File: src/rtl/shift_seq_pkg.sv
// Shared types for the multi-cycle shift/rotate sequencer.
package shift_seq_pkg;

  typedef enum logic [1:0] {
    OP_SLL = 2'b00,
    OP_SRL = 2'b01,
    OP_ROR = 2'b10,
    OP_ROL = 2'b11
  } op_e;

  typedef enum logic [1:0] {
    IDLE  = 2'b00,
    SHIFT = 2'b01,
    DONE  = 2'b10
  } state_e;

endpackage

File: src/rtl/shift_step.sv
// One shift/rotate step of 1 or 2 positions on the data feedback path.
module shift_step
  import shift_seq_pkg::*;
#(
  parameter int unsigned SIZE = 12
) (
  input  logic [SIZE-1:0] d,
  input  op_e             op,
  input  logic            two,
  output logic [SIZE-1:0] q
);

  always_comb begin
    q = d;
    unique case (op)
      OP_SLL: q = two ? {d[SIZE-3:0], 2'b00} : {d[SIZE-2:0], 1'b0};
      OP_SRL: q = two ? {2'b00, d[SIZE-1:2]} : {1'b0, d[SIZE-1:1]};
      OP_ROR: q = two ? {d[1:0], d[SIZE-1:2]} : {d[0], d[SIZE-1:1]};
      OP_ROL: q = two ? {d[SIZE-3:0], d[SIZE-1:SIZE-2]} : {d[SIZE-2:0], d[SIZE-1]};
      default: q = d;
    endcase
  end

endmodule

File: src/rtl/shift_sequencer.sv
// Multi-cycle shift/rotate unit: steps data 2 bits per cycle (1 for an odd tail)
// behind a valid/ready handshake on both sides.
module shift_sequencer
  import shift_seq_pkg::*;
#(
  parameter int unsigned SIZE    = 12,
  parameter int unsigned SHAMT_W = 4
) (
  input  logic               clk,
  input  logic               rst,
  input  logic               in_valid,
  output logic               in_ready,
  input  logic [SIZE-1:0]    in_data,
  input  logic [SHAMT_W-1:0] in_shamt,
  input  logic [1:0]         in_op,
  output logic               out_valid,
  input  logic               out_ready,
  output logic [SIZE-1:0]    out_data,
  output logic               busy
);

  localparam int unsigned REM_W = $clog2(SIZE + 1);
  localparam int unsigned AW    = (SHAMT_W > REM_W) ? SHAMT_W : REM_W;

  state_e            state_q, state_d;
  logic [SIZE-1:0]   data_q;
  logic [SIZE-1:0]   step_q;
  logic [REM_W-1:0]  rem_q;
  logic [REM_W-1:0]  rem_next;
  logic [REM_W-1:0]  amt;
  logic [AW-1:0]     n_w;
  logic [AW-1:0]     m_w;
  op_e               op_q;
  op_e               in_op_e;
  logic              two;

  assign in_op_e = op_e'(in_op);

  // Effective amount: rotates wrap once (n < 2*SIZE), logical shifts saturate at SIZE.
  always_comb begin
    n_w = AW'(in_shamt);
    m_w = n_w;
    if (in_op_e == OP_ROR || in_op_e == OP_ROL) begin
      if (n_w >= AW'(SIZE)) m_w = n_w - AW'(SIZE);
    end else if (n_w > AW'(SIZE)) begin
      m_w = AW'(SIZE);
    end
  end
  assign amt = REM_W'(m_w);

  assign two      = (rem_q >= REM_W'(2));
  assign rem_next = rem_q - (two ? REM_W'(2) : REM_W'(1));

  shift_step #(.SIZE(SIZE)) u_step (
    .d   (data_q),
    .op  (op_q),
    .two (two),
    .q   (step_q)
  );

  always_ff @(posedge clk) begin
    if (rst) state_q <= IDLE;
    else     state_q <= state_d;
  end

  // Next state and state-decoded handshake outputs.
  always_comb begin
    state_d   = state_q;
    in_ready  = 1'b0;
    out_valid = 1'b0;
    busy      = 1'b0;
    unique case (state_q)
      IDLE: begin
        in_ready = 1'b1;
        if (in_valid) state_d = (amt == '0) ? DONE : SHIFT;
      end
      SHIFT: begin
        busy = 1'b1;
        if (rem_next == '0) state_d = DONE;
      end
      DONE: begin
        busy      = 1'b1;
        out_valid = 1'b1;
        if (out_ready) state_d = IDLE;
      end
      default: state_d = IDLE;
    endcase
  end

  always_ff @(posedge clk) begin
    if (rst) begin
      data_q <= '0;
      rem_q  <= '0;
      op_q   <= OP_SLL;
    end else begin
      unique case (state_q)
        IDLE: begin
          if (in_valid) begin
            data_q <= in_data;
            op_q   <= in_op_e;
            rem_q  <= amt;
          end
        end
        SHIFT: begin
          data_q <= step_q;
          rem_q  <= rem_next;
        end
        default: ;
      endcase
    end
  end

  assign out_data = data_q;

endmodule

File: config.mk
export PLATFORM = sky130hd
export DESIGN_NAME = shift_sequencer
export DESIGN_NICKNAME = d
export VERILOG_FILES = /design/src/rtl/shift_seq_pkg.sv /design/src/rtl/shift_step.sv /design/src/rtl/shift_sequencer.sv
export SDC_FILE = /design/constraint.sdc
export NUM_CORES = 1
export LEC_CHECK = 0
export BUFFER_PORTS_ARGS = -buffer_cell sky130_fd_sc_hd__buf_2
export CORE_MARGIN = 2
export CORE_UTILIZATION = 57
export DETAILED_ROUTE_END_ITERATION = 6
export PLACE_DENSITY = 0.86
export SLEW_MARGIN = 20
export SYNTH_ARGS = -nofsm -noshare
export SYNTH_HDL_FRONTEND = slang
export SYNTH_SLANG_ARGS = --single-unit
File: constraint.sdc
create_clock -name clk -period 6.2 [get_ports clk]
set_clock_uncertainty 0.05 [all_clocks]
set_input_delay 0.31 -clock clk [delete_from_list [all_inputs] [get_ports clk]]
set_output_delay 0.31 -clock clk [all_outputs]
set_load 0.005 [all_outputs]
==> impl_summary.log <==
[metrics] run status: completed
[metrics] area of combinational cells with multiple inputs: 1000 sq um
[metrics] total routed wirelength: 3970 microns
[metrics] CTS tree: built
[metrics] die width: 55.5 microns
[metrics] Final min period: 2.92 ns
[metrics] register cell area after layout: 400 sq um
[metrics] Critical Setup Path Class: flip-flop to flip-flop
[metrics] number of buffers inserted to repair setup after CTS: 0
[metrics] Post-DP Area: 1670 sq um
[metrics] FILL cells: 200
[metrics] Slew Limit Fails: 0
[metrics] Inserted Clock Buffers: 3
[metrics] pre-CTS setup slack: 3.31 ns
[metrics] area of the mapped netlist: 1510 sq um
[metrics] TritonRoute pass-1 iters: 6
[metrics] number of cells on the worst reg-to-reg path: 9
[metrics] cell chain of the critical path: or3_1 > inv_6 > ha_1 > inv_1 > fa_1 > xnor2_1 > nor4_1 > a31oi_1 > mux2_2
[metrics] relative slew slack: 47.0%
[metrics] cell at the slowest stage of the critical path: sky130_fd_sc_hd__or3_1
[metrics] R2R setup slack: 3.28 ns
[metrics] Setup TNS: 0 ns
[metrics] total power density per cell area: 496 nW/um^2
[metrics] element type at the critical path start: flip-flop
[metrics] Finished Layout Cells: 236
[metrics] number of hold-repair buffers added at the cts stage: 0
[metrics] master cell of the clock root buffer: sky130_fd_sc_hd__clkbuf_4
[metrics] total number of H-tree levels: 1
[metrics] Max Clk Rate: 342 MHz
[metrics] boundary pin count: 37
[metrics] fraction of final layout cells sized beyond drive strength 1: 28.6%
[metrics] Max stage delay on crit path: 0.61 ns
[metrics] class of the tightest hold or removal check: input port to flip-flop
[metrics] commonest cells after routing, fill and taps aside: sky130_fd_sc_hd__buf_2, sky130_fd_sc_hd__dfxtp_1, sky130_fd_sc_hd__a21oi_1
[metrics] total number of yosys warnings: 0
[metrics] Gate Count Post-Synth: 176
[metrics] number of DRC violations after detailed-routing iteration 0: 80
[metrics] area growth from synthesis to final layout: 13.2%
[metrics] average wire length per cell after detail routing: 16.8 microns
[metrics] last weighted congestion value of the routability-driven placer: 0.848
[metrics] post-DP HPWL: 2810 microns
[metrics] leading cell type in the layout, fill and taps excluded: sky130_fd_sc_hd__buf_2
[metrics] Synth Area per Inst: 8.58 sq um
[metrics] Least-Margin Pin Slew: 0.774 ns
[metrics] number of vias in the routed layout: 1,511
[metrics] Cell variety after synth: 48
[metrics] number of buffers on the longest clock path: 2
[metrics] vias per inst: 6.40
[metrics] number of setup violations in the final report: 0
[metrics] post-route fraction of the period consumed by the critical path: 47.2%
[metrics] number of rows in the core area: 18
[metrics] residual DRC count: 0
[metrics] Crit path required time: 6.38 ns
[metrics] clock sink count: 20
[metrics] clk slew on worst S/H paths: 0.13 ns
[metrics] Post-Place Cells: 232
[metrics] worst vdd ir: 0.000331 V
[metrics] vias in the first global route: 1,357
[metrics] number of nets with antenna violations after routing: 0
[metrics] critical path data arrival time: 3.11 ns
[metrics] Congestion Overflow GR: 0
[metrics] total global routing track utilization: 25.3%
[metrics] Hold Path Cell Cnt: 3
[metrics] clock latency on the worst-skew pair: 0.32 ns
[metrics] starting utilization of the core area: 60.4%
[metrics] Crit Path Max Fanout: 11
[metrics] number of nets in the synthesized netlist: 204
[metrics] number of antenna violations at the first check in global routing: 0
[metrics] Final WS setup: 3.28 ns
[metrics] Die H: 55.5 microns
[metrics] max-cap check violation count: 0
[metrics] largest net degree at the start of global routing: 24
[metrics] layout net count: 235
[metrics] worst slack on hold paths: 0.170 ns
[metrics] Post-Layout Inst Area: 1710 sq um
[metrics] placeable core area: 2500 sq um
[metrics] global-route wire length before repair: 6320 microns
[metrics] total die area: 3080 sq um
[metrics] part of the Yosys area used for sequential elements: 26.5%
[metrics] Buffers on Ports: 36
[metrics] flops & latches, synth: 20
[metrics] cell leakage power: 0.723 nW
[metrics] post-cts repair resize count: 0
[metrics] final-report hold violation count: 0
[metrics] number of diodes: 0
[metrics] type of element capturing the critical path: flip-flop
[metrics] unrepaired setup endpoints after global routing: no
[metrics] total power: 0.848 mW
[metrics] Post-Route Utilization: 68.4%
[area by class of cell]
type	count	share of cell area [%]
flip-flops and latches	20	23.4
clock buffers	4	2.12
multi-input cells	134	58.8
repair buffers	36	10.5
inverters	12	2.93
well taps	30	2.20
[cell usage after synthesis, drive strengths merged]
cell     count  area share, %
o31ai        1           0.50
or4          1           0.50
nor2        10            2.5
a211oi       4            2.0
fa           1            1.3
ha           5            4.1
mux2        14             10
a221oi       1           0.58
a21o         2           0.99
a41oi        1           0.58
and3         1           0.41
o32ai        1           0.58
clkinv       1           0.25
nor4b        1           0.58
a32o         1           0.66
nor4         1           0.41
nor2b        3            1.2
nor3b        2           0.99
a2bb2oi      1           0.58
nand2b       2           0.83
or2          1           0.41
o21ai       14            4.6
a311oi       1           0.58
xnor2        1           0.58
clkbuf       5            1.2
nand4        1           0.41
a222oi       5            3.3
mux4         2            3.2
nand2       12            3.0
inv         11            3.1
a21oi       15            5.0
dfxtp       20             27
o221ai       1           0.58
a31oi        3            1.2
buf          5            2.4
mux2i        8            5.3
xor2         1            1.8
o31a         2            1.2
or3          3            1.2
o22ai        2            1.2
nand3        4            1.3
nor3         5            1.7
[per-layer routing]
metal,up-vias,GRT usage [%],wire length [microns]
met3,8,7.73,318
met2,72,39.8,1870
met5,-,0,0
met1,709,33.3,1750
li1,722,-,-
met4,0,7.67,42
[kinds of logic (layout without fill, tap and decap cells)]
logic type / Yosys count / count (layout) / share of synthesized area [%]
AO/OA/AOI/OAI: 55 / 55 / 24.2
AND/OR/NAND/NOR: 47 / 47 / 15.5
multiplexers: 24 / 24 / 19.0
buffers and inverters: 22 / 52 / 6.96
flip-flops: 20 / 20 / 26.5
adder cells (fa/ha/maj): 6 / 6 / 5.47
XOR/XNOR: 2 / 2 / 2.40
[registers in the layout, indices dropped and copies added, names as in the netlist]
signal,flops
rem_q,4
state_q,2
out_data,12
op_q,2
[power by group]
part,internal (mW),switching (mW),leakage (nW)
registers,0.175,0.0662,0.165
clock network,0.0360,0.0444,0.0210
logic,0.240,0.287,0.537
[worst max-delay path, delay by kind of cell (launching register included)]
kind / cells / cell delay, ns
AO/OA/AOI/OAI: 1 / 0.27
buffers and inverters: 2 / 0.27
flip-flops: 1 / 0.38
multiplexers: 1 / 0.36
XOR/XNOR: 1 / 0.20
AND/OR/NAND/NOR: 2 / 0.69
adder cells (fa/ha/maj): 2 / 0.61
[path summary, 6_finish.rpt]
check / startpoint / to
worst max-delay path: rem_q[1]$_SDFFE_PP0P_ / state_q[0]$_SDFFE_PP0P_
worst min-delay path: in_op[0] / op_q[0]$_SDFFE_PP0P_
worst max register to register: rem_q[1]$_SDFFE_PP0P_ / state_q[0]$_SDFFE_PP0P_
worst min register to register: rem_q[0]$_SDFFE_PP0P_ / rem_q[0]$_SDFFE_PP0P_
(Power assumes the default switching activity.)
